## src/rtl/matrix_feeder_if.sv

```systemverilog
// Host-stream and PE-array signal bundle for the matrix feeder.
// The slave view belongs to the feeder; the master view drives it from the host/PE side.
interface matrix_feeder_if #(
    parameter int DATA_WIDTH = 16
);
    logic                  start;
    logic [31:0]           cfg_depth;
    logic [DATA_WIDTH-1:0] in_data;
    logic                  in_valid;
    logic                  in_ready;
    logic [7:0]            pe_state;
    logic                  ap_start;
    logic                  ap_ctrl;
    logic [31:0]           ap_matrix_depth;
    logic [DATA_WIDTH-1:0] col_data;
    logic                  busy;
    logic                  done;
    logic                  err;

    modport master (
        output start,
        output cfg_depth,
        output in_data,
        output in_valid,
        output pe_state,
        input  in_ready,
        input  ap_start,
        input  ap_ctrl,
        input  ap_matrix_depth,
        input  col_data,
        input  busy,
        input  done,
        input  err
    );

    modport slave (
        input  start,
        input  cfg_depth,
        input  in_data,
        input  in_valid,
        input  pe_state,
        output in_ready,
        output ap_start,
        output ap_ctrl,
        output ap_matrix_depth,
        output col_data,
        output busy,
        output done,
        output err
    );
endinterface

```

## src/rtl/matrix_feeder.sv

```systemverilog
// Streams one job's C, A and B words from the host into the PE column inputs,
// then waits for the PE array to drain and re-initialise before taking the next job.
module matrix_feeder #(
    parameter int DATA_WIDTH = 16,
    parameter int ARRAY_SIZE = 16,
    parameter int MAX_DEPTH  = 8000
) (
    input  logic           clk,
    input  logic           rst,
    matrix_feeder_if.slave bus
);

    typedef enum logic [2:0] {
        IDLE,
        LOAD_C,
        LOAD_A,
        LOAD_B,
        WAIT_OUT,
        WAIT_INIT
    } state_t;

    localparam logic [7:0] PE_INIT = 8'h01;
    localparam logic [7:0] PE_OUT  = 8'h80;

    state_t                state_q, state_d;
    logic [31:0]           cnt_q, cnt_d;
    logic [31:0]           depth_q, depth_d;
    logic [DATA_WIDTH-1:0] col_q, col_d;
    logic                  ctrl_q, ctrl_d;
    logic                  apstart_q, apstart_d;
    logic                  err_q, err_d;

    logic                  loading;
    logic                  accept;
    logic                  depth_ok;
    logic                  last_word;
    logic                  done_c;
    logic [31:0]           phase_len;

    // in_ready comes from the state register alone so the host sees no in_valid loop
    always_comb begin
        loading   = (state_q == LOAD_C) || (state_q == LOAD_A) || (state_q == LOAD_B);
        accept    = loading && bus.in_valid;
        depth_ok  = (bus.cfg_depth != 32'd0) && (bus.cfg_depth <= 32'(MAX_DEPTH));
        phase_len = (state_q == LOAD_C) ? 32'(ARRAY_SIZE) : depth_q;
        last_word = (cnt_q == phase_len - 32'd1);
    end

    always_comb begin
        state_d   = state_q;
        cnt_d     = cnt_q;
        depth_d   = depth_q;
        col_d     = col_q;
        ctrl_d    = accept;
        apstart_d = accept && (state_q == LOAD_C);
        err_d     = 1'b0;
        done_c    = 1'b0;

        if (accept) begin
            col_d = bus.in_data;
        end

        case (state_q)
            IDLE: begin
                if (bus.start) begin
                    if (depth_ok) begin
                        depth_d = bus.cfg_depth;
                        cnt_d   = 32'd0;
                        state_d = LOAD_C;
                    end else begin
                        err_d = 1'b1;
                    end
                end
            end
            LOAD_C, LOAD_A, LOAD_B: begin
                if (accept) begin
                    if (last_word) begin
                        cnt_d = 32'd0;
                        case (state_q)
                            LOAD_C:  state_d = LOAD_A;
                            LOAD_A:  state_d = LOAD_B;
                            default: state_d = WAIT_OUT;
                        endcase
                    end else begin
                        cnt_d = cnt_q + 32'd1;
                    end
                end
            end
            WAIT_OUT: begin
                if (bus.pe_state == PE_OUT) begin
                    state_d = WAIT_INIT;
                end
            end
            WAIT_INIT: begin
                if (bus.pe_state == PE_INIT) begin
                    done_c  = 1'b1;
                    state_d = IDLE;
                end
            end
            default: state_d = IDLE;
        endcase
    end

    always_ff @(posedge clk or posedge rst) begin
        if (rst) begin
            state_q   <= IDLE;
            cnt_q     <= 32'd0;
            depth_q   <= 32'd0;
            col_q     <= '0;
            ctrl_q    <= 1'b0;
            apstart_q <= 1'b0;
            err_q     <= 1'b0;
        end else begin
            state_q   <= state_d;
            cnt_q     <= cnt_d;
            depth_q   <= depth_d;
            col_q     <= col_d;
            ctrl_q    <= ctrl_d;
            apstart_q <= apstart_d;
            err_q     <= err_d;
        end
    end

    assign bus.in_ready        = loading;
    assign bus.ap_start        = apstart_q;
    assign bus.ap_ctrl         = ctrl_q;
    assign bus.ap_matrix_depth = depth_q;
    assign bus.col_data        = col_q;
    assign bus.busy            = (state_q != IDLE);
    assign bus.done            = done_c;
    assign bus.err             = err_q;

endmodule

```

## src/flat_wrapper.sv

```systemverilog
// flat-port wrapper written by rule: the top's interface ports become plain ports
module matrix_feeder_flat 
#(
    parameter int DATA_WIDTH = 16,
    parameter int ARRAY_SIZE = 16,
    parameter int MAX_DEPTH  = 8000
)
  (clk, rst, bus_start, bus_cfg_depth, bus_in_data, bus_in_valid, bus_pe_state, bus_in_ready, bus_ap_start, bus_ap_ctrl, bus_ap_matrix_depth, bus_col_data, bus_busy, bus_done, bus_err);
  matrix_feeder_if #(.DATA_WIDTH(DATA_WIDTH)) bus_i ();
  input  logic clk;
  input  logic rst;
  input wire logic [$bits(bus_i.start)-1:0] bus_start;
  input wire logic [$bits(bus_i.cfg_depth)-1:0] bus_cfg_depth;
  input wire logic [$bits(bus_i.in_data)-1:0] bus_in_data;
  input wire logic [$bits(bus_i.in_valid)-1:0] bus_in_valid;
  input wire logic [$bits(bus_i.pe_state)-1:0] bus_pe_state;
  output wire logic [$bits(bus_i.in_ready)-1:0] bus_in_ready;
  output wire logic [$bits(bus_i.ap_start)-1:0] bus_ap_start;
  output wire logic [$bits(bus_i.ap_ctrl)-1:0] bus_ap_ctrl;
  output wire logic [$bits(bus_i.ap_matrix_depth)-1:0] bus_ap_matrix_depth;
  output wire logic [$bits(bus_i.col_data)-1:0] bus_col_data;
  output wire logic [$bits(bus_i.busy)-1:0] bus_busy;
  output wire logic [$bits(bus_i.done)-1:0] bus_done;
  output wire logic [$bits(bus_i.err)-1:0] bus_err;
  assign bus_i.start = bus_start;
  assign bus_i.cfg_depth = bus_cfg_depth;
  assign bus_i.in_data = bus_in_data;
  assign bus_i.in_valid = bus_in_valid;
  assign bus_i.pe_state = bus_pe_state;
  assign bus_in_ready = bus_i.in_ready;
  assign bus_ap_start = bus_i.ap_start;
  assign bus_ap_ctrl = bus_i.ap_ctrl;
  assign bus_ap_matrix_depth = bus_i.ap_matrix_depth;
  assign bus_col_data = bus_i.col_data;
  assign bus_busy = bus_i.busy;
  assign bus_done = bus_i.done;
  assign bus_err = bus_i.err;
  matrix_feeder #(.DATA_WIDTH(DATA_WIDTH), .ARRAY_SIZE(ARRAY_SIZE), .MAX_DEPTH(MAX_DEPTH)) u_core (.clk(clk), .rst(rst), .bus(bus_i));
endmodule
```

## config.mk

```make
export PLATFORM = sky130hd
export DESIGN_NAME = matrix_feeder_flat
export DESIGN_NICKNAME = d
export VERILOG_FILES = /design/src/rtl/matrix_feeder_if.sv /design/src/rtl/matrix_feeder.sv /design/src/flat_wrapper.sv
export SDC_FILE = /design/constraint.sdc
export NUM_CORES = 1
export LEC_CHECK = 0
export CAP_MARGIN = 20
export CORE_MARGIN = 1.5
export CORE_UTILIZATION = 50
export DETAILED_ROUTE_END_ITERATION = 12
export GPL_ROUTABILITY_DRIVEN = 0
export GPL_TIMING_DRIVEN = 0
export PLACE_DENSITY = 0.83
export RECOVER_POWER = 25
export SYNTH_ARGS = -nofsm -noshare
export SYNTH_HDL_FRONTEND = slang
export SYNTH_SLANG_ARGS = --single-unit
```

## constraint.sdc

```tcl
create_clock -name clk -period 9.8 [get_ports clk]
set_input_delay 1.47 -clock clk [delete_from_list [all_inputs] [get_ports clk]]
set_output_delay 1.47 -clock clk [all_outputs]
set_load 0.02 [all_outputs]
```

==> summary.md <==
| Metric | Value |
|---|---|
| Status | `finished, violations left` |
| Violated checks | `capacitance limit, slew limit` |
| Predominant post-synthesis flop cell | `dfrtp_1` |
| DP Wirelength | `11,270 um` |
| Largest net degree at the start of global routing | `74` |
| Most frequent cells in the layout | `112 x clkdlybuf4s50_1, 86 x dfrtp_1, 61 x nor2_1` |
| Syn_nets | `roughly 640` |
| Distinct cell type count of the synthesized netlist | `71` |
| Crit Path Max Fanout | `73` |
| Worst path top cell family by delay | `buffers and inverters` |
| Setup violators final | `0` |
| Register Area | `roughly 0.0022 mm2` |
| HP Class | `flip-flop to flip-flop` |
| R2R setup slack | `4.95 ns` |
| Clock root cell | `clkbuf_8` |
| Power Dens Cells | `109.0 mW/mm2` |
| Critical path class | `primary input to asynchronous set/reset pin` |
| Cell Chain, Critical Path | `dlygate4sd3_1, clkinvlp_2, clkbuf_1` |
| P_sw | `0.2084 mW` |
| Max_cap viols | `1` |
| Synth warn | `0` |
| Internal power | `about 0.55 mW` |
| Worst r2r src | `u_core.state_q[2]$_DFFE_PP0P_` |
| Worst relative slew slack | `-160.9%` |
| Core area | `0.01046 mm2` |
| Num CTS Buffers | `9` |
| EDFF count, synth | `0` |
| Syn avg cell area | `between 9 and 10 um2` |
| GRT Overall Usage | `~27%` |
| Routed wire per std cell | `17.78 um` |
| Initial DRC Count | `452` |
| Initial antenna violation count | `0` |
| Clock transition at path regs | `0.08 ns` |
| # IOs | `114` |
| WHS | `around 0.51 ns` |
| Num rows | `37` |
| Clk buf depth | `2` |
| DP Worst Slack | `4.751 ns` |
| Die ar. | `about 0.012 mm2` |
| Die width | `107.5 um` |
| Post-Route WL | `15,060 um` |
| Final worst slack | `4.106 ns` |
| CP Launch Type | `primary input` |
| RSZ-0062 raised after global routing | `no` |
| Post-route cell area | `0.006958 mm2` |
| Area grow syn2layout | `27.43%` |
| Final TNS setup | `0 ns` |
| CTS Sinks | `86` |
| Synthesized cell area | `0.005460 mm2` |
| Setup bufs post-CTS | `0` |
| Via count | `5,127` |
| Yosys reg bits | `86` |
| Worst Tran Pin Value | `3.914 ns` |
| RR Endpoint | `u_core.cnt_q[12]$_DFFE_PP0P_` |
| Worst Setup End Kind | `asynchronous set/reset pin` |
| Slowest stage cell, crit path | `clkbuf_1` |
| Sw Ratio | `approximately 27%` |
| Worst Path Buf+Inv | `3` |
| Fillcell total | `818` |
| Critical Path Source | `rst` |
| Cell Area, Placed | `between 0.006 and 0.007 mm2` |
| Initial Utilization | `a little over half` |
| Register share of total power | `between 50% and 60%` |
| Combinational share of power | `16.7%` |
| Post-Synthesis Cells | `580` |
| Worst R2R Path Depth | `17` |
| Worst Setup EP | `u_core.bus.ap_matrix_depth[21]$_DFFE_PP0P_` |
| Clock share of power | `about a third` |
| Sequential element share of the synthesized area | `between 30% and 40%` |
| TritonCTS clock tree | `built` |
| Multi-input gate area | `0.003059 mm2` |
| Port Buffer Count | `approximately 110` |
| Hold-fix buffers, CTS | `0` |
| Commonest non-fill, non-tap cell in the layout | `clkdlybuf4s50_1` |
| Crit share post-route | `approximately three fifths` |
| Clock skew | `around 0.0059 ns` |
| Max incr delay on CP | `2.79 ns` |
| Layout cells sized above 1 | `12.52%` |
| Global-route congestion overflow total | `0` |
| Worst hold stages | `1` |
| WP depth | `3` |
| Die height | `107.5 um` |
| Asr flop ratio synth | `100.0%` |
| Worst VDD drop | `0.00008839 V` |
| Worst EP arrival | `5.27 ns` |
| Hold Vio Cnt, Final | `0` |
| First-pass GRT wire length | `24,540 um` |
| First-pass DRT Iterations | `5` |
| Antenna viol nets, final | `0` |
| Vias/cell | `6.053` |
| H-tree levels | `3` |
| Worst skew pair latency | `0.37 ns` |
| Remaining routing DRC violations | `0` |
| Leak | `2.833 nW` |
| Fin nets | `768` |
| Fin crit period | `5.694 ns` |
| Vias in the first global route | `about 5k` |
| Slew Limit Fails | `74` |
| Final Util | `66.50%` |
| Fmax | `175.6 MHz` |
| Critical Path RT | `9.38 ns` |
| Post-CTS sizing | `0` |
| N_diodes | `0` |
## cell families after synthesis
group | count (synthesis) | share of synthesized area (%)
simple gates | 271 | 28.48
xor+xnor | 65 | 10.56
fa+ha+maj | 2 | 0.4582
mux | 31 | 6.347
buf+inv | 49 | 4.560
flops | 86 | 39.41
compound gates | 76 | 10.17
## power by group through the flow
stage | Clock (mW) | Sequential [mW] | Combinational (mW)
after floorplan | 0 | 0.400 | 0.0624
after global placement | 0 | 0.395 | 0.120
after detailed placement | 0 | 0.397 | 0.127
after CTS | 0.244 | 0.390 | 0.128
after global routing | 0.259 | 0.394 | 0.138
final | 0.241 | 0.391 | 0.127
## metal layers
metal  part of all wire, %  track usage, %  wire length [um]  vias to the layer above
met5                     0               0                 0                        -
met4                   3.3           14.10               502                        0
met3                   9.0           5.630              1361                       49
met2                    48           44.90              7169                      286
met1                    40           33.41              6025                     2450
li1                      -               -                 -                     2342
## stage by stage
step / cells / power [mW]
after CTS: 847 / 0.7617
after global routing: 847 / 0.7910
after floorplan: 580 / 0.4629
final: 847 / 0.7587
after global placement: 829 / 0.5144
after detailed placement: 831 / 0.5241
## worst register-to-register path: stages, from the launching register on
cell	delay [ns]
dfrtp_1	0.44
or3b_1	0.55
buf_2	0.26
clkbuf_1	0.29
nand2_1	0.15
ha_1	0.21
or3b_1	0.34
buf_2	0.17
nor4_4	0.41
nand3_1	0.16
xnor2_1	0.30
nand4_1	0.15
nor4_2	0.37
nand4_4	0.22
a21oi_1	0.27
buf_4	0.23
buf_6	0.16
nor2_1	0.06
## layout make-up
class	count	area share, %
inverters	14	0.7732
multi-input cells	445	43.97
flip-flops and latches	86	30.93
clock inverters	3	0.2518
repair buffers	115	16.38
clock buffers	13	2.428
well taps	136	2.446
plain buffers	35	2.823
## how the worst min path moves through the flow
stage | start | endpoint | slack, ns
final | u_core.bus.col_data[6]$_DFFE_PP0P_ | u_core.bus.col_data[6]$_DFFE_PP0P_ | 0.51
after global routing | u_core.bus.col_data[15]$_DFFE_PP0P_ | u_core.bus.col_data[15]$_DFFE_PP0P_ | 0.52
after CTS | u_core.bus.col_data[15]$_DFFE_PP0P_ | u_core.bus.col_data[15]$_DFFE_PP0P_ | 0.51
after detailed placement | u_core.bus.col_data[1]$_DFFE_PP0P_ | u_core.bus.col_data[1]$_DFFE_PP0P_ | 0.50
after global placement | u_core.bus.col_data[9]$_DFFE_PP0P_ | u_core.bus.col_data[9]$_DFFE_PP0P_ | 0.49
after floorplan | u_core.cnt_q[1]$_DFFE_PP0P_ | u_core.cnt_q[1]$_DFFE_PP0P_ | 0.51
## synthesized netlist by cell type (13+ instances only)
library cell	instances	area share (%)
dfrtp_1	86	39
nor2_1	61	4.2
nand2_1	50	3.4
xnor2_1	38	6.1
mux2_2	29	6.0
xor2_1	26	4.2
nor3_1	23	2.1
nand3_1	20	1.8
nor2b_1	17	1.9
nor4_1	16	1.8
inv_1	14	0.96
nand4_1	14	1.6
o21ai_0	14	1.3
clkbuf_1	13	0.89
## flip-flops by register name, indices dropped and copies added (netlist names)
| name | count |
|---|---|
| u_core.bus.ap_ctrl | 1 |
| u_core.bus.ap_matrix_depth | 32 |
| u_core.bus.ap_start | 1 |
| u_core.bus.col_data | 16 |
| u_core.bus.err | 1 |
| u_core.cnt_q | 32 |
| u_core.state_q | 3 |
No activity file was read; power rests on OpenSTA's default activity.
